## src/rtl/divisor_serial_pkg.sv

```systemverilog
// Shared definitions for the serial restoring divider.
// Contents: FSM state encoding and the default operand width.
package divisor_serial_pkg;

  localparam int DEF_WIDTH = 4;

  typedef enum logic [1:0] {
    IDLE = 2'd0,
    CALC = 2'd1,
    DONE = 2'd2
  } state_e;

endpackage

```

## src/rtl/divisor_serial_if.sv

```systemverilog
// Handshake/data bundle between a controller and the serial divider.
// Signals:
//   start, a, b                         : request and operands (controller -> divider)
//   busy, done, quociente, resto, div_zero : status and results (divider -> controller)
interface divisor_serial_if
  import divisor_serial_pkg::*;
#(
  parameter int WIDTH = DEF_WIDTH
);

  logic             start;
  logic [WIDTH-1:0] a;
  logic [WIDTH-1:0] b;
  logic             busy;
  logic             done;
  logic [WIDTH-1:0] quociente;
  logic [WIDTH-1:0] resto;
  logic             div_zero;

  modport master (
    output start, a, b,
    input  busy, done, quociente, resto, div_zero
  );

  modport slave (
    input  start, a, b,
    output busy, done, quociente, resto, div_zero
  );

endinterface

```

## src/rtl/divisor_serial_sub1bit.sv

```systemverilog
// 1-bit full subtractor cell, the borrow-based mirror of a full adder.
// Ports:
//   a, b  : minuend and subtrahend bits
//   b_in  : borrow in from the less significant cell
//   out   : difference bit
//   b_out : borrow out to the more significant cell
module sub1bit (
  input  logic a,
  input  logic b,
  input  logic b_in,
  output logic out,
  output logic b_out
);

  assign out   = a ^ b ^ b_in;
  assign b_out = (~a & b) | (~a & b_in) | (b & b_in);

endmodule

```

## src/rtl/divisor_serial.sv

```systemverilog
// Multi-cycle unsigned restoring divider: quociente = a / b, resto = a % b,
// one quotient bit per clock. Division by zero completes in one edge with
// quociente = all ones, resto = a and div_zero set.
// Ports:
//   clk : rising-edge clock
//   rst : synchronous active-high reset (aborts any operation in flight)
//   bus : divisor_serial_if slave modport (start/a/b in; busy/done/results out)
module divisor_serial
  import divisor_serial_pkg::*;
#(
  parameter int WIDTH = DEF_WIDTH
) (
  input  logic               clk,
  input  logic               rst,
  divisor_serial_if.slave    bus
);

  localparam int CNT_W = $clog2(WIDTH + 1);

  state_e             state_q, state_d;
  logic [CNT_W-1:0]   cnt_q, cnt_d;
  logic [WIDTH-1:0]   r_q, r_d;
  logic [WIDTH-1:0]   q_q, q_d;
  logic [WIDTH-1:0]   b_q, b_d;
  logic               busy_q, busy_d;
  logic               done_q, done_d;
  logic [WIDTH-1:0]   quo_q, quo_d;
  logic [WIDTH-1:0]   res_q, res_d;
  logic               dz_q, dz_d;

  // Subtractor chain operands: T = {R, next dividend bit}, minus zero-extended b.
  logic [WIDTH:0]     t_s;
  logic [WIDTH:0]     sub_b_s;
  logic [WIDTH:0]     d_s;
  logic [WIDTH+1:0]   brw_s;
  logic               take_d_s;

  assign t_s      = {r_q, q_q[WIDTH-1]};
  assign sub_b_s  = {1'b0, b_q};
  assign brw_s[0] = 1'b0;

  genvar gi;
  generate
    for (gi = 0; gi <= WIDTH; gi++) begin : g_sub
      sub1bit u_sub (
        .a     (t_s[gi]),
        .b     (sub_b_s[gi]),
        .b_in  (brw_s[gi]),
        .out   (d_s[gi]),
        .b_out (brw_s[gi+1])
      );
    end
  endgenerate

  // Since T < 2*b, a borrow-free difference always fits in WIDTH bits;
  // qualifying on d_s[WIDTH] as well guarantees R can never wrap.
  assign take_d_s = ~brw_s[WIDTH+1] & ~d_s[WIDTH];

  // Next-state, datapath and output-register logic for the divider FSM.
  always_comb begin
    state_d = state_q;
    cnt_d   = cnt_q;
    r_d     = r_q;
    q_d     = q_q;
    b_d     = b_q;
    busy_d  = 1'b0;
    done_d  = 1'b0;
    quo_d   = quo_q;
    res_d   = res_q;
    dz_d    = dz_q;
    case (state_q)
      IDLE, DONE: begin
        // DONE accepts a new start exactly like IDLE, so ops run back to back.
        if (bus.start) begin
          b_d  = bus.b;
          dz_d = 1'b0;
          if (bus.b != '0) begin
            state_d = CALC;
            cnt_d   = CNT_W'(WIDTH);
            r_d     = '0;
            q_d     = bus.a;
            busy_d  = 1'b1;
          end else begin
            state_d = DONE;
            quo_d   = '1;
            res_d   = bus.a;
            dz_d    = 1'b1;
            done_d  = 1'b1;
          end
        end else begin
          state_d = IDLE;
        end
      end
      CALC: begin
        if (take_d_s) begin
          r_d = d_s[WIDTH-1:0];
          q_d = {q_q[WIDTH-2:0], 1'b1};
        end else begin
          r_d = t_s[WIDTH-1:0];
          q_d = {q_q[WIDTH-2:0], 1'b0};
        end
        cnt_d = cnt_q - CNT_W'(1);
        if (cnt_q == CNT_W'(1)) begin
          state_d = DONE;
          done_d  = 1'b1;
          quo_d   = q_d;
          res_d   = r_d;
        end else begin
          busy_d  = 1'b1;
        end
      end
      default: begin
        state_d = IDLE;
      end
    endcase
  end

  // State and output registers with synchronous reset.
  always_ff @(posedge clk) begin
    if (rst) begin
      state_q <= IDLE;
      cnt_q   <= '0;
      r_q     <= '0;
      q_q     <= '0;
      b_q     <= '0;
      busy_q  <= 1'b0;
      done_q  <= 1'b0;
      quo_q   <= '0;
      res_q   <= '0;
      dz_q    <= 1'b0;
    end else begin
      state_q <= state_d;
      cnt_q   <= cnt_d;
      r_q     <= r_d;
      q_q     <= q_d;
      b_q     <= b_d;
      busy_q  <= busy_d;
      done_q  <= done_d;
      quo_q   <= quo_d;
      res_q   <= res_d;
      dz_q    <= dz_d;
    end
  end

  assign bus.busy      = busy_q;
  assign bus.done      = done_q;
  assign bus.quociente = quo_q;
  assign bus.resto     = res_q;
  assign bus.div_zero  = dz_q;

endmodule

```

## src/flat_wrapper.sv

```systemverilog
// flat-port wrapper written by rule: the top's interface ports become plain ports
module divisor_serial_flat import divisor_serial_pkg::*;
#(
  parameter int WIDTH = DEF_WIDTH
)
  (clk, rst, bus_start, bus_a, bus_b, bus_busy, bus_done, bus_quociente, bus_resto, bus_div_zero);
  divisor_serial_if #(.WIDTH(WIDTH)) bus_i ();
  input  logic clk;
  input  logic rst;
  input wire logic [$bits(bus_i.start)-1:0] bus_start;
  input wire logic [$bits(bus_i.a)-1:0] bus_a;
  input wire logic [$bits(bus_i.b)-1:0] bus_b;
  output wire logic [$bits(bus_i.busy)-1:0] bus_busy;
  output wire logic [$bits(bus_i.done)-1:0] bus_done;
  output wire logic [$bits(bus_i.quociente)-1:0] bus_quociente;
  output wire logic [$bits(bus_i.resto)-1:0] bus_resto;
  output wire logic [$bits(bus_i.div_zero)-1:0] bus_div_zero;
  assign bus_i.start = bus_start;
  assign bus_i.a = bus_a;
  assign bus_i.b = bus_b;
  assign bus_busy = bus_i.busy;
  assign bus_done = bus_i.done;
  assign bus_quociente = bus_i.quociente;
  assign bus_resto = bus_i.resto;
  assign bus_div_zero = bus_i.div_zero;
  divisor_serial #(.WIDTH(WIDTH)) u_core (.clk(clk), .rst(rst), .bus(bus_i));
endmodule
```

## config.mk

```make
export PLATFORM = sky130hd
export DESIGN_NAME = divisor_serial_flat
export DESIGN_NICKNAME = d
export VERILOG_FILES = /design/src/rtl/divisor_serial_pkg.sv /design/src/rtl/divisor_serial_if.sv /design/src/rtl/divisor_serial_sub1bit.sv /design/src/rtl/divisor_serial.sv /design/src/flat_wrapper.sv
export SDC_FILE = /design/constraint.sdc
export NUM_CORES = 1
export LEC_CHECK = 0
export ABC_AREA = 1
export CAP_MARGIN = 20
export CORE_AREA = 2 2 56 58
export CTS_BUF_LIST = sky130_fd_sc_hd__clkbuf_4 sky130_fd_sc_hd__clkbuf_8
export CTS_CLUSTER_SIZE = 14
export DETAILED_ROUTE_END_ITERATION = 8
export DIE_AREA = 0 0 58 60
export PLACE_DENSITY = 0.74
export SYNTH_ARGS = -nofsm -noshare
export SYNTH_HDL_FRONTEND = slang
export SYNTH_SLANG_ARGS = --single-unit
```

## constraint.sdc

```tcl
create_clock -name clk -period 3.1 [get_ports clk]
set_clock_uncertainty 0.15 [all_clocks]
set_input_delay 0.775 -clock clk [delete_from_list [all_inputs] [get_ports clk]]
set_output_delay 0.775 -clock clk [all_outputs]
set_load 0.01 [all_outputs]
```

==> flow_summary.html <==
<table>
<tr><th>Metric</th><th>Value</th></tr>
<tr><th colspan="2">Worst setup path</th></tr>
<tr><td>R2r setup slk</td><td>just under 400 ps</td></tr>
<tr><td>Largest fanout on the critical path</td><td>10</td></tr>
<tr><td>CP Data Required Time</td><td>3200 ps</td></tr>
<tr><td>Startpoint-to-endpoint class of the critical path</td><td>reg -&gt; reg</td></tr>
<tr><td>Arr. time, crit path</td><td>around 2800 ps</td></tr>
<tr><td>Worst Setup End Kind</td><td>register</td></tr>
<tr><td>CP Launch Type</td><td>register</td></tr>
<tr><th colspan="2">CTS</th></tr>
<tr><td>Num CTS Buffers</td><td>3</td></tr>
<tr><td>Maximum clock insertion buffer count</td><td>2</td></tr>
<tr><td>Number of buffers inserted by post-CTS setup repair</td><td>0</td></tr>
<tr><td>Master cell of the clock root buffer</td><td>clkbuf_4</td></tr>
<tr><td>Clock tree from TritonCTS</td><td>done</td></tr>
<tr><td>Clock Sinks</td><td>28</td></tr>
<tr><td>Clock edge transition at the registers on the reported setup and hold paths</td><td>160 ps</td></tr>
<tr><td>Quantity of gates resized following cts</td><td>0</td></tr>
<tr><td>Clock latency reported for the late side of the worst-skew pair</td><td>330 ps</td></tr>
<tr><td>Post-CTS Hold Fix Bufs</td><td>0</td></tr>
<tr><td>Depth of the CTS H-tree</td><td>1</td></tr>
<tr><th colspan="2">Synth</th></tr>
<tr><td>Top area cells in the synthesized netlist</td><td>dfxtp_1, nand2_1, nand3_1</td></tr>
<tr><td>Proportion of synthesized chip area in sequential cells</td><td>between 40% and 50%</td></tr>
<tr><td>Most instantiated library cell after synthesis</td><td>nand2_1</td></tr>
<tr><td>Library cell occupying the most area in the post-synthesis netlist</td><td>dfxtp_1</td></tr>
<tr><td>Cell area after technology mapping</td><td>between 1000 and 1500 um^2</td></tr>
<tr><td>Synth warnings</td><td>0</td></tr>
<tr><td>Number of distinct library cells after synthesis</td><td>20</td></tr>
<tr><td>Area share of the largest cell type after synthesis</td><td>40.1%</td></tr>
<tr><td>Average cell area after synthesis</td><td>6.96 um^2</td></tr>
<tr><td>Net Count, Synth</td><td>218</td></tr>
<tr><td>Post-synthesis async set-or-reset flop share</td><td>0%</td></tr>
<tr><td>Synth top cells by count</td><td>nand2_1, dfxtp_1, inv_1, nand3_1, nor2_1</td></tr>
<tr><td>Post-synthesis instance total</td><td>about 200</td></tr>
<tr><td>Count of flip-flops with a built-in enable after synthesis</td><td>0</td></tr>
<tr><td>Most used DFF post-synth</td><td>dfxtp_1</td></tr>
<tr><td>Count of state elements after synthesis</td><td>28</td></tr>
<tr><th colspan="2">Layout</th></tr>
<tr><td>Area Growth Syn to Fin</td><td>20.8%</td></tr>
<tr><td>Layout Cells excl Fill</td><td>~260</td></tr>
<tr><td>Layout Nets</td><td>241</td></tr>
<tr><td>Layout cell share with drive strength beyond 1</td><td>about 5.8%</td></tr>
<tr><td>Ant diodes</td><td>0</td></tr>
<tr><th colspan="2">Floorplanning</th></tr>
<tr><td>DIE AREA</td><td>3480 um^2</td></tr>
<tr><td>Row count</td><td>20</td></tr>
<tr><td>Starting Density</td><td>48.2%</td></tr>
<tr><td>Die W</td><td>58 um</td></tr>
<tr><td>Number of ports placed on the die boundary</td><td>22</td></tr>
<tr><td>Core area</td><td>2900 um^2</td></tr>
<tr><td>Height of the die</td><td>about 60 um</td></tr>
<tr><th colspan="2">Placed design</th></tr>
<tr><td>Final estimated routing congestion in global placement</td><td>0.869</td></tr>
<tr><td>HPWL Detailed</td><td>2.13 mm</td></tr>
<tr><td>Cell total after placement</td><td>around 250</td></tr>
<tr><td>Count of input and output buffers</td><td>21</td></tr>
<tr><th colspan="2">Global routing</th></tr>
<tr><td>Number of global-route vias before repair</td><td>1212</td></tr>
<tr><td>Global route overflow</td><td>0</td></tr>
<tr><td>Total routing resource utilization after global routing</td><td>20.0%</td></tr>
<tr><td>Wire length of the first global-routing pass</td><td>between 5 and 6 mm</td></tr>
<tr><td>Largest net degree at the start of global routing</td><td>21</td></tr>
<tr><td>Antenna violations before repair</td><td>0</td></tr>
<tr><th colspan="2">Drt</th></tr>
<tr><td>Routed Antenna Nets</td><td>0</td></tr>
<tr><td>Detailed Routing Iterations Pass 1</td><td>4</td></tr>
<tr><td>Detail-routed net length per standard cell</td><td>11.9 um</td></tr>
<tr><td>Wire length reported by the detailed router</td><td>3.05 mm</td></tr>
<tr><td>Number of violations reported at the end of detailed-routing iteration 0</td><td>51</td></tr>
<tr><td>Total number of vias</td><td>1316</td></tr>
<tr><td>DRC violations left</td><td>0</td></tr>
<tr><td>Via-to-Cell Ratio</td><td>5.14</td></tr>
<tr><th colspan="2">STA</th></tr>
<tr><td>Worst Tran Pin Value</td><td>543 ps</td></tr>
<tr><td>Remaining max-slew budget at the tightest pin</td><td>a little under two thirds</td></tr>
<tr><td>Max Fclk</td><td>between 0.3 and 0.4 GHz</td></tr>
<tr><td>Final count of pins violating max slew</td><td>0</td></tr>
<tr><td>Number of endpoints with negative hold slack in the final report</td><td>0</td></tr>
<tr><td>Unrepaired setup endpoints after global routing</td><td>no</td></tr>
<tr><td>Final setup violation count</td><td>0</td></tr>
<tr><td>Setup TNS</td><td>0 ps</td></tr>
<tr><td>Final period utilization</td><td>around 87%</td></tr>
<tr><td>Shortest clock period the worst path allows after layout</td><td>about 2700 ps</td></tr>
<tr><th colspan="2">Outcome</th></tr>
<tr><td>Result of the run</td><td>finished clean</td></tr>
<tr><th colspan="2">Worst hold path</th></tr>
<tr><td>Path class of the lowest-slack min-delay path</td><td>reg -&gt; reg</td></tr>
<tr><th colspan="2">Power</th></tr>
<tr><td>PD cells</td><td>511 nW/um^2</td></tr>
<tr><td>Leak</td><td>roughly 0.79 nW</td></tr>
<tr><td>Peak VDD IR</td><td>between 0.3 and 0.4 mV</td></tr>
<tr><td>Post-layout power</td><td>0.000864 W</td></tr>
<tr><th colspan="2">Job</th></tr>
<tr><td>Number of maximum-capacitance violations</td><td>0</td></tr>
</table>
==> layout by cell type (no fill, tap or decap) <==
cell type	instances
nand2_1	56
dfxtp_1	28
inv_1	25
nand3_1	22
clkdlybuf4s50_1	21
nor2_1	18
a21oi_1	16
o21ai_0	12
nand3b_1	5
fa_1	3
ha_1	3
clkbuf_4	3
buf_4	3
nor2_2	2
inv_2	1
nand3_2	1
nand2_2	1
or2_2	1
nor4_1	1
bufinv_16	1
==> power breakdown <==
| group | total [W] | switching [W] | leakage, nW | internal [W] |
|---|---|---|---|---|
| Clock | 0.000242 | 0.000111 | 0.0279 | 0.000131 |
| Combinational | 0.000214 | 0.000130 | 0.531 | 0.0000840 |
| Sequential | 0.000408 | 0.0000194 | 0.229 | 0.000388 |
| Total | 0.000864 | 0.000261 | 0.788 | 0.000603 |
==> routing by layer <==
metal / global-route usage (%) / wire length (um) / vias to the layer above
li1: - / - / 679
met1: 28.4 / 1490 / 597
met2: 31.2 / 1390 / 36
met3: 2.16 / 134 / 4
met4: 7.64 / 32 / 0
met5: 0 / 0 / -
==> final cells by class <==
type                       instances  area (um^2)
inverter                          26         97.6
timing repair buffer              24          233
sequential                        28          561
clock inverter                     1         30.0
tap                               33         41.3
clock buffer                       3         22.5
fill                             304         1210
multi-input combinational        141          704
==> path summary, 6_finish.rpt <==
check	end	cells past startpoint	start
hold / removal	u_core.bus.div_zero$_SDFFE_PP0P_	2	u_core.bus.div_zero$_SDFFE_PP0P_
setup reg to reg	u_core.bus.resto[3]$_SDFFE_PP0P_	13	u_core.q_q[3]$_SDFFE_PP0P_
hold reg to reg	u_core.bus.div_zero$_SDFFE_PP0P_	2	u_core.bus.div_zero$_SDFFE_PP0P_
setup / recovery	u_core.bus.resto[3]$_SDFFE_PP0P_	13	u_core.q_q[3]$_SDFFE_PP0P_
==> cells by family after synthesis <==
family          count (synthesis)  synth area share, %
fa+ha+maj                       6                 6.98
buf+inv                        32                 9.57
flops                          28                 40.1
compound gates                 28                 10.0
simple gates                  107                 33.4
==> registers in the layout, indices dropped and copies added (netlist names), 2 cells and up <==
| register | cells |
|---|---|
| u_core.b_q | 4 |
| u_core.cnt_q | 3 |
| u_core.bus.quociente | 4 |
| u_core.q_q | 4 |
| u_core.bus.resto | 4 |
| u_core.r_q | 4 |
| u_core.state_q | 2 |
==> critical path, cell delays in order, from the launching register on <==
cell and delay (ps):
dfxtp_1 400, inv_1 60, ha_1 190, inv_1 60, fa_1 150, inv_1 50, fa_1 370, fa_1 410
nand2_1 170, nand2_1 220, nand3_1 130, nand2_1 80, nor2_1 140, nor2_1 50
==> through the flow <==
| stage | hold slack (ps) | area, um^2 | setup slack (ps) | utilization (%) |
|---|---|---|---|---|
| 2_1_floorplan | 304 | 1400 | 668 | - |
| 3_3_place_gp | 305 | 1640 | 505 | 56.4 |
| 3_5_place_dp | 311 | 1640 | 445 | 56.4 |
| 4_1_cts | 331 | 1690 | 400 | 58.2 |
| 5_1_grt | 375 | 1690 | 125 | 58.2 |
| 6_report | 329 | 1690 | 398 | 58.2 |
Power figures use the tool's default switching activity.
